[src/rtl/rrv64_clkgate_ctrl.sv]
// ---------------------------------------------------------------------------
// rrv64_clkgate_ctrl
// Idle-detect / wake-up sequencer for one L1D clock-gate cell. It counts a
// quiet window before it drops the gate enable. On new demand it turns the
// clock back on, then waits a settle window before it accepts requesters.
//
// Ports
//   clk_i          free-running clock
//   rst_i          asynchronous active-high reset
//   req_valid_i    per-requester demand, held until ready
//   req_ready_o    per-requester accept (domain clock running)
//   busy_i         gated domain has outstanding work
//   force_on_i     CSR/debug override, keeps the clock enabled
//   scan_en_i      DFT test enable
//   clk_enable_o   gate cell enable (registered)
//   clk_senable_o  gate cell test enable (passthrough of scan_en_i)
//   gated_o        status: domain clock off (registered)
//   gate_events_o  saturating count of ON->OFF transitions
// ---------------------------------------------------------------------------
module rrv64_clkgate_ctrl #(
    parameter int N_REQ    = 4,
    parameter int IDLE_CYC = 16,
    parameter int WAKE_CYC = 2,
    parameter int EVT_W    = 16,
    parameter int CNT_W    = $clog2(((IDLE_CYC > WAKE_CYC) ? IDLE_CYC : WAKE_CYC) + 1)
) (
    input  logic             clk_i,
    input  logic             rst_i,
    input  logic [N_REQ-1:0] req_valid_i,
    output logic [N_REQ-1:0] req_ready_o,
    input  logic             busy_i,
    input  logic             force_on_i,
    input  logic             scan_en_i,
    output logic             clk_enable_o,
    output logic             clk_senable_o,
    output logic             gated_o,
    output logic [EVT_W-1:0] gate_events_o
);

    typedef enum logic [1:0] {
        ST_ON        = 2'd0,
        ST_IDLE_WAIT = 2'd1,
        ST_OFF       = 2'd2,
        ST_WAKE      = 2'd3
    } state_t;

    localparam logic [CNT_W-1:0] CNT_ONE   = CNT_W'(1);
    localparam logic [CNT_W-1:0] IDLE_LAST = CNT_W'(IDLE_CYC - 1);
    // Only reached when WAKE_CYC > 0; the clamp keeps the constant legal otherwise.
    localparam logic [CNT_W-1:0] WAKE_LAST = CNT_W'((WAKE_CYC > 0) ? WAKE_CYC - 1 : 0);

    state_t           state, state_nxt;
    logic [CNT_W-1:0] cnt, cnt_nxt;
    logic             evt_inc;
    logic             activity;
    logic             clk_en_q;
    logic             gated_q;
    logic [EVT_W-1:0] gate_events_q;

    function automatic logic [EVT_W-1:0] sat_inc(input logic [EVT_W-1:0] v);
        return (&v) ? v : v + 1'b1;
    endfunction

    assign activity = (|req_valid_i) | busy_i | force_on_i;

    // Ready is gated by reset as well, so nothing is accepted while the
    // domain is being reset even though the state already reads ON.
    assign req_ready_o   = (!rst_i && (state == ST_ON || state == ST_IDLE_WAIT)) ?
                           req_valid_i : '0;
    assign clk_senable_o = scan_en_i;
    assign clk_enable_o  = clk_en_q;
    assign gated_o       = gated_q;
    assign gate_events_o = gate_events_q;

    // Next-state / counter decode
    always_comb begin
        state_nxt = state;
        cnt_nxt   = cnt;
        evt_inc   = 1'b0;
        case (state)
            ST_ON: begin
                cnt_nxt = '0;
                if (!activity) begin
                    if (IDLE_CYC == 1) begin
                        state_nxt = ST_OFF;
                        evt_inc   = 1'b1;
                    end else begin
                        state_nxt = ST_IDLE_WAIT;
                        cnt_nxt   = CNT_ONE;
                    end
                end
            end
            ST_IDLE_WAIT: begin
                // Activity on the last quiet cycle still wins over gating.
                if (activity) begin
                    state_nxt = ST_ON;
                    cnt_nxt   = '0;
                end else if (cnt == IDLE_LAST) begin
                    state_nxt = ST_OFF;
                    cnt_nxt   = '0;
                    evt_inc   = 1'b1;
                end else begin
                    cnt_nxt = cnt + 1'b1;
                end
            end
            ST_OFF: begin
                cnt_nxt = '0;
                if (activity) begin
                    state_nxt = (WAKE_CYC == 0) ? ST_ON : ST_WAKE;
                end
            end
            ST_WAKE: begin
                // Demand is ignored here; the settle window always completes.
                if (cnt == WAKE_LAST) begin
                    state_nxt = ST_ON;
                    cnt_nxt   = '0;
                end else begin
                    cnt_nxt = cnt + 1'b1;
                end
            end
            default: begin
                state_nxt = ST_ON;
                cnt_nxt   = '0;
            end
        endcase
    end

    // State register; outputs registered from next state so they track state exactly
    always_ff @(posedge clk_i or posedge rst_i) begin
        if (rst_i) begin
            state         <= ST_ON;
            cnt           <= '0;
            clk_en_q      <= 1'b1;
            gated_q       <= 1'b0;
            gate_events_q <= '0;
        end else begin
            state    <= state_nxt;
            cnt      <= cnt_nxt;
            clk_en_q <= (state_nxt != ST_OFF);
            gated_q  <= (state_nxt == ST_OFF);
            if (evt_inc) begin
                gate_events_q <= sat_inc(gate_events_q);
            end
        end
    end

endmodule

[config.mk]
export PLATFORM = sky130hd
export DESIGN_NAME = rrv64_clkgate_ctrl
export DESIGN_NICKNAME = d
export VERILOG_FILES = /design/src/rtl/rrv64_clkgate_ctrl.sv
export SDC_FILE = /design/constraint.sdc
export NUM_CORES = 1
export LEC_CHECK = 0
export CAP_MARGIN = 20
export CORE_UTILIZATION = 40
export CTS_BUF_LIST = sky130_fd_sc_hd__clkbuf_4 sky130_fd_sc_hd__clkbuf_8
export DETAILED_ROUTE_END_ITERATION = 16
export PLACE_DENSITY = 0.65
export SETUP_SLACK_MARGIN = 0.02
export SYNTH_ARGS = -nofsm -noshare
export SYNTH_HDL_FRONTEND = slang
export SYNTH_SLANG_ARGS = --single-unit
export TNS_END_PERCENT = 30
[constraint.sdc]
create_clock -name clk_i -period 4.35 [get_ports clk_i]
set_input_delay 0.87 -clock clk_i [delete_from_list [all_inputs] [get_ports clk_i]]
set_output_delay 0.87 -clock clk_i [all_outputs]
set_load 0.02 [all_outputs]
# Yosys cells after proc, flatten, opt, wreduce, memory -nomap -nowiden
# Cells that the tools add are included.
dict set report word_totals {
  word_cells 39
  regBits 25
  input_bits 9
  output_inout_bits 23
}
dict set report op_classes {
  n_mux 15
  reduce_logical 7
  n_bitwise 3
  eq_ne 7
  addsub 2
}
# op n
set ops {}
lappend ops {{5-bit one-hot mux with 4 select lines} 1}
lappend ops {{16-bit by 1-bit adder with 16-bit output, second input constant} 1}
lappend ops {{16-bit AND reduction} 1}
lappend ops {{5-bit 2-to-1 mux} 3}
lappend ops {{2-bit 2-to-1 mux} 5}
lappend ops {{2-bit one-hot mux with 4 select lines} 1}
lappend ops {{2-bit equality test, second input constant} 3}
lappend ops {{5-bit by 1-bit adder with 5-bit output, second input constant} 1}
lappend ops {{5-bit by 1-bit equality test with 1-bit output, second input constant} 1}
lappend ops {{5-bit by 4-bit equality test with 1-bit output, second input constant} 1}
lappend ops {{1-bit 2-to-1 mux} 4}
lappend ops {{4-bit 2-to-1 mux} 1}
lappend ops {{4-bit OR reduction} 1}
lappend ops {{2-bit by 1-bit equality test with 1-bit output, second input constant} 1}
lappend ops {{2-bit zero test} 1}
lappend ops {{2-bit != test, second input constant} 1}
lappend ops {{1-bit OR} 2}
lappend ops {{2-bit AND reduction} 1}
lappend ops {{1-bit logical AND} 1}
lappend ops {{1-bit zero test} 1}
lappend ops {{1-bit logical OR} 1}
lappend ops {{1-bit NOT} 1}

# Depth between registers and ports, before layout
# Gate-level depths: netlist of the first run.
dict set report depth {
  ltp_word 6
  mapped_depth 8
  depth_no_buf 7
}

# Worst setup path after synthesis of the first run
# OpenSTA, ideal clock, no wires.
dict set report synth_path {
  path_type {input to output}
  startpoint {input rst_i}
  endpoint {output req_ready_o[1]}
  stages 2
  path_slack_ns 2.244
  t_required_ns 3.480
  arrival_time_ns 1.236
  path_cell_list {nor2_1 -> and2_1}
}
dict set report synth_between {
  elab_chain_len 3
}
# element line_no
set synth_lines {}
lappend synth_lines {{start: declaration} 28} ;# input logic rst_i,
lappend synth_lines {{1-bit zero test (no source line)} -}
lappend synth_lines {{1-bit logical AND} 68} ;# assign req_ready_o = (!rst_i && (state == ST_ON || state == ST_IDLE_WAIT)) ?
lappend synth_lines {{4-bit 2-to-1 mux} 68}
lappend synth_lines {{end: declaration} 30} ;# output logic [N_REQ-1:0] req_ready_o,
# No other way between the ends.

# Worst setup path in the final report of the first run
dict set report layout_path {
  startpoint {input rst_i}
  endpoint {output req_ready_o[2]}
}
# The elaborated chain is that of the path after synthesis.

==> impl_metrics.toml, run 1 <==
[final_layout]
mostFrequentLayoutCells = "29 x clkdlybuf4s50_1, 24 x dfrtp_1, 14 x xor2_1, 12 x nand2_1, 11 x nor2_1"
final_net_count = 174
stdcell_area_um2 = 1780
diodes = 0
syn_to_final_growth_pct = 26.7
drive_above_1_share_pct = 11.9
final_common_cell = "clkdlybuf4s50_1"

[pwr]
peakVddDrop_uv = 111
powerDensity_nw_per_um2 = 212
p_leak_nw = 0.793

[synthesis]
synth.avg_cell_area_um2 = 10.9
syn_area_um2 = 1410
synth_edf_count = 0
synthArstFlopShare_pct = 100
yosysWarningCount = 0
synth_nets = 143
synth_cell_types = 35
synthCells = 129
synth_seq_area_share_pct = 44.6
synth_seq_cells = 25
ys.flop_type = "dfrtp_1"

[routing]
drt_pre_antenna_iters = 4
postRouteAntennaNets = 0
via_count = 1081
first_iter_violations = 30
viasPerCell = 5.27
wl_per_cell_um = 13.7
wirelength_um = 2810
drc_errors = 0

[critical_path]
reg2reg_from = "gate_events_o[0]"
slowest_delay_ps = 600
end_kind = "primary output"
worst-path-stages = 4
path_cells = "clkdlybuf4s50_1 -> nor2_1 -> and2_1 -> clkdlybuf4s50_1"
criticalPathCategory = "input pin to primary output"
rr_worst_depth = 5
cp_num_buf_inv = 2
worst_ep_required_time_ps = 3480
cp_common_cell = "clkdlybuf4s50_1"
startpoint = "rst_i"
start_kind = "input pin"
crit_fanout = 4
cp_slowest_cell = "clkdlybuf4s50_1"
critical-path-top-delay-family = "buffers and inverters"
crit_arrival_ps = 2200

[clocking]
cts_hold_buf = 0
cts_sinks = 25
cts_setup_buffers = 0
clock_path_buffers = 2
cts_root_buf = "clkbuf_4"
insertion_delay_ps = 310
tritoncts = "done"
cts_resized = 0
h-tree-depth = 1
cts_inserted_buffers = 3
clk_pin_slew_ps = 140

[sta]
setup_viol = 0
fmax_mhz = 326
hold_viol = 0
period_minus_slack_ps = 3070
fin_tns_setup_ps = 0
rsz0062_at_grt = "false"
maxSlewViolCount = 0
maxSlewHeadroom_pct = 32.3
post-route-period-util_pct = 70.5
tightest_slew_ps = 1010
skew_ps = 7.38

[floorplan]
die_w_um = 61.3
die-height_um = 61.3
core-area_um2 = 3360
die_area_um2 = 3760
row_count = 21
io_pins = 32
start_util_pct = 41.8

[min_path]
whs_path_depth = 1
hp-start = "gate_events_o[11]"
min_path_type = "flip-flop to flip-flop"

[placed_design]
dpl_cell_area_um2 = 1720
gp_congestion = 0.821
io_buffers = 29
dpl.hpwl_um = 2050

[job]
maxCapViolCount = 0

[global_route]
grt_pass1_vias = 1002
grt_first_pass_wirelength_um = 4440
grt_start_max_net_pins = 26
grt.overflow.total = 0
track_usage_pct = 16.3
antenna_found_initial = 0

[run_status]
outcome = "complete, no violations"
[worst reg2reg max path: stages, from the launching register on]
cell	delay, ps
dfrtp_1	480
ha_1	240
nand4_1	230
nor4b_4	940
nor2_1	170
mux2_1	350
[path summary, 6_finish.rpt]
check,end,slack [ps]
worst min-delay path,gate_events_o[11],520
worst min register to register,gate_events_o[11],520
worst max register to register,gate_events_o[1],1850
min in group asynchronous,cnt[4],760
worst max-delay path,req_ready_o[2],1280
max in group asynchronous,clk_enable_o,3160
[routing by layer]
layer / vias up / track usage (%) / routed length [µm]
met1: 537 / 19.2 / 1210
met5: - / 0 / 0
met4: 0 / 6.17 / 15
li1: 514 / - / -
met3: 2 / 3.15 / 112
met2: 28 / 29.3 / 1480
[state kept, by name, indices dropped and copies added, names as in the netlist]
name	flops
clk_enable_o	1
cnt	5
gate_events_o	16
gated_o	1
state	2
[power breakdown]
| group | leakage [nW] | internal [mW] | switching (mW) |
|---|---|---|---|
| Clock | 0.0184 | 0.0420 | 0.0677 |
| Combinational | 0.430 | 0.0159 | 0.0152 |
| Sequential | 0.345 | 0.234 | 0.00257 |
| Total | 0.793 | 0.292 | 0.0855 |
[kinds of logic after synthesis]
logic type / Yosys count / share of synthesized area (%)
buffers and inverters: 10 / 3.74
muxes: 4 / 3.20
DFF: 25 / 44.6
xor gates and xnor gates: 15 / 9.34
and+or+nand+nor: 64 / 32.0
AOI/OAI and AO/OA: 6 / 2.67
adders and majority gates: 5 / 4.45
[area by class of cell]
type	instances	area (µm²)
Clock buffer	4	30.0
Fill cell	340	1580
Inverter	6	22.5
Multi-Input combinational cell	94	727
Sequential cell	25	627
Tap cell	46	57.6
Timing Repair Buffer	30	318
[synth_stat cells, types with 2 or more instances]
| cell | number | area share, % |
|---|---|---|
| dfrtp_1 | 24 | 43 |
| xor2_1 | 14 | 8.7 |
| nand2_1 | 12 | 3.2 |
| nor2_1 | 11 | 2.9 |
| inv_1 | 6 | 1.6 |
| nand3_1 | 6 | 2.1 |
| ha_1 | 5 | 4.4 |
| nand4_1 | 5 | 2.2 |
| nor3_1 | 5 | 1.8 |
| nor4_4 | 4 | 6.0 |
| a21oi_1 | 3 | 1.1 |
| and2_1 | 3 | 1.3 |
| and3_1 | 3 | 1.3 |
| mux2_2 | 3 | 2.4 |
| and4_1 | 2 | 1.2 |
| buf_4 | 2 | 1.1 |
| nor4_1 | 2 | 0.89 |
| nor4b_1 | 2 | 1.2 |
[through the flow]
step / setup slack [ps] / hold slack [ps] / utilization, % / instances / total power, mW
floorplan: 2240 / 485 / - / 129 / 0.256
global placement: 1310 / 474 / 51.3 / 200 / 0.268
detailed placement: 1280 / 493 / 51.3 / 200 / 0.269
CTS: 1270 / 516 / 52.2 / 204 / 0.379
global route: 1210 / 554 / 53.0 / 205 / 0.396
finish: 1280 / 517 / 53.0 / 205 / 0.377
Power figures use the tool's default switching activity.
==> run 2, diff against run 1 <==
==> constraint.sdc (replaced) <==
create_clock -name clk_i -period 3.17 [get_ports clk_i]
set_input_delay 0.634 -clock clk_i [delete_from_list [all_inputs] [get_ports clk_i]]
set_output_delay 0.634 -clock clk_i [all_outputs]
set_load 0.02 [all_outputs]
==> run 2 against run 1 <==
Largest power group unchanged; clock power rose by 32%; setup slack got worse by 720 ps; sequential power grew 37%; critical path depth did not move; global-route usage is 0.96 points lower; via count down 3.1%; combinational power grew 32%; die area stayed put; routed wire length is 6.1% lower.
==> impl_metrics.toml, run 2 (synthesized netlist as in run 1, its figures left out) <==
[final_layout]
fill_cells = 326
seq_area_um2 = 627
drive_above_1_share_pct = 12.5
largest_reg_flops = 16
syn_to_final_growth_pct = 26.3
fin_cells = 206
fin_util_pct = 52.8
final_net_count = 175
multi_input_area_um2 = 727
mostFrequentLayoutCells = "29 x clkdlybuf4s50_1, 24 x dfrtp_1, 14 x xor2_1, 12 x nand2_1, 11 x nor2_1"
final_common_cell = "clkdlybuf4s50_1"
diodes = 0

[sta]
post-route-period-util_pct = 82.3
skew_ps = 9.74
tightest_slew_ps = 640
maxSlewViolCount = 0
rsz0062_at_grt = "false"
setup_viol = 0
fmax_mhz = 383
fin_tns_setup_ps = 0
hold_viol = 0
maxSlewHeadroom_pct = 56.7
period_minus_slack_ps = 2610

[global_route]
grt_first_pass_wirelength_um = 4240
antenna_found_initial = 0
track_usage_pct = 15.4
grt_pass1_vias = 993
grt_start_max_net_pins = 26
grt.overflow.total = 0

[pwr]
p_comb_share_pct = 8.0
p_leak_nw = 0.793
peakVddDrop_uv = 173
powerDensity_nw_per_um2 = 287
swShare_pct = 21.9
internal_power_mw = 0.398
clockPowerShare_pct = 28.5
p_seq_share_pct = 63.5
p_switching_mw = 0.112

[routing]
postRouteAntennaNets = 0
wirelength_um = 2640
via_count = 1047
wl_per_cell_um = 12.8
drt_pre_antenna_iters = 4
drc_errors = 0
viasPerCell = 5.08
first_iter_violations = 18

[job]
maxCapViolCount = 0

[placed_design]
post-place-cells = 201
io_buffers = 29
dpl.hpwl_um = 1990
gp_congestion = 0.813

[clocking]
cts_resized = 0
cts_setup_buffers = 0
h-tree-depth = 1
cts_hold_buf = 0
cts_sinks = 25
clk_pin_slew_ps = 130
tritoncts = "done"
clock_path_buffers = 2
insertion_delay_ps = 310
cts_inserted_buffers = 3
cts_root_buf = "clkbuf_4"

[critical_path]
worst_ep_required_time_ps = 2540
rrSetupSlack_ps = 970
start_kind = "input pin"
crit_arrival_ps = 1970
reg2reg_from = "cnt[0]"
rr_worst_depth = 7
crit_fanout = 4
reg2reg_to = "gate_events_o[15]"
end_kind = "primary output"
criticalPathCategory = "input pin to primary output"

[floorplan]
core-area_um2 = 3360
row_count = 21
die_w_um = 61.3
io_pins = 32
start_util_pct = 41.8
die-height_um = 61.3
die_area_um2 = 3760

[min_path]
whs_path_depth = 1
hold_end = "gate_events_o[11]"
min_path_type = "flip-flop to flip-flop"
hp-start = "gate_events_o[11]"

[run_status]
outcome = "complete, no violations"
==> run 2: changes by cell type in the layout (fill, tap and decap cells not counted), sizes merged <==
cell	before	now
buf	1	2
==> run 2: cell type report <==
cell class / instances / area share (%)
multi-input combinational: 94 / 40.9
sequential: 25 / 35.3
timing repair buffer: 31 / 17.6
tap: 46 / 3.24
clock buffer: 4 / 1.69
inverter: 6 / 1.27
==> run 2: power groups by stage <==
| stage | Clock [mW] | Combinational [mW] | Sequential (mW) |
|---|---|---|---|
| 4_1_cts | 0.153 | 0.0396 | 0.324 |
| 6_report | 0.145 | 0.0409 | 0.324 |
| 3_3_place_gp | 0 | 0.0380 | 0.330 |
| 2_1_floorplan | 0 | 0.0222 | 0.328 |
| 3_5_place_dp | 0 | 0.0395 | 0.330 |
| 5_1_grt | 0.164 | 0.0447 | 0.325 |
==> run 2: worst max-delay path by stage <==
stage / from / endpoint / depth (start not counted) / slack (ps)
after floorplan: gate_events_o[0] / gate_events_o[9] / 6 / 1300
after global placement: rst_i / req_ready_o[0] / 4 / 600
after detailed placement: req_valid_i[0] / gate_events_o[15] / 5 / 530
after CTS: rst_i / req_ready_o[2] / 4 / 550
after global routing: rst_i / req_ready_o[0] / 4 / 510
final: rst_i / req_ready_o[0] / 4 / 560
==> run 2: per-stage QoR <==
| stage | hold slack [ps] | power [mW] | setup WS, ps | area [µm²] |
|---|---|---|---|---|
| final | 503 | 0.510 | 561 | 1780 |
| after global routing | 540 | 0.533 | 509 | 1780 |
| after CTS | 506 | 0.517 | 550 | 1760 |
| after detailed placement | 487 | 0.370 | 535 | 1730 |
| after global placement | 477 | 0.368 | 601 | 1730 |
| after floorplan | 485 | 0.351 | 1300 | 1410 |
==> run 2: routing by layer <==
metal / GRT usage [%] / share of wire (%) / vias to the layer above / routed length (µm)
met1: 19.3 / 47 / 502 / 1230
met5: 0 / 0 / - / 0
met3: 1.89 / 3.6 / 2 / 94
li1: - / - / 519 / -
met4: 5.84 / 0.57 / 0 / 15
met2: 27.0 / 49 / 24 / 1300
==> run 2: worst max-delay path: stages <==
cell             delay (ps)
clkdlybuf4s50_1         430
nor2_1                  160
and2_2                  160
clkdlybuf4s50_1         590
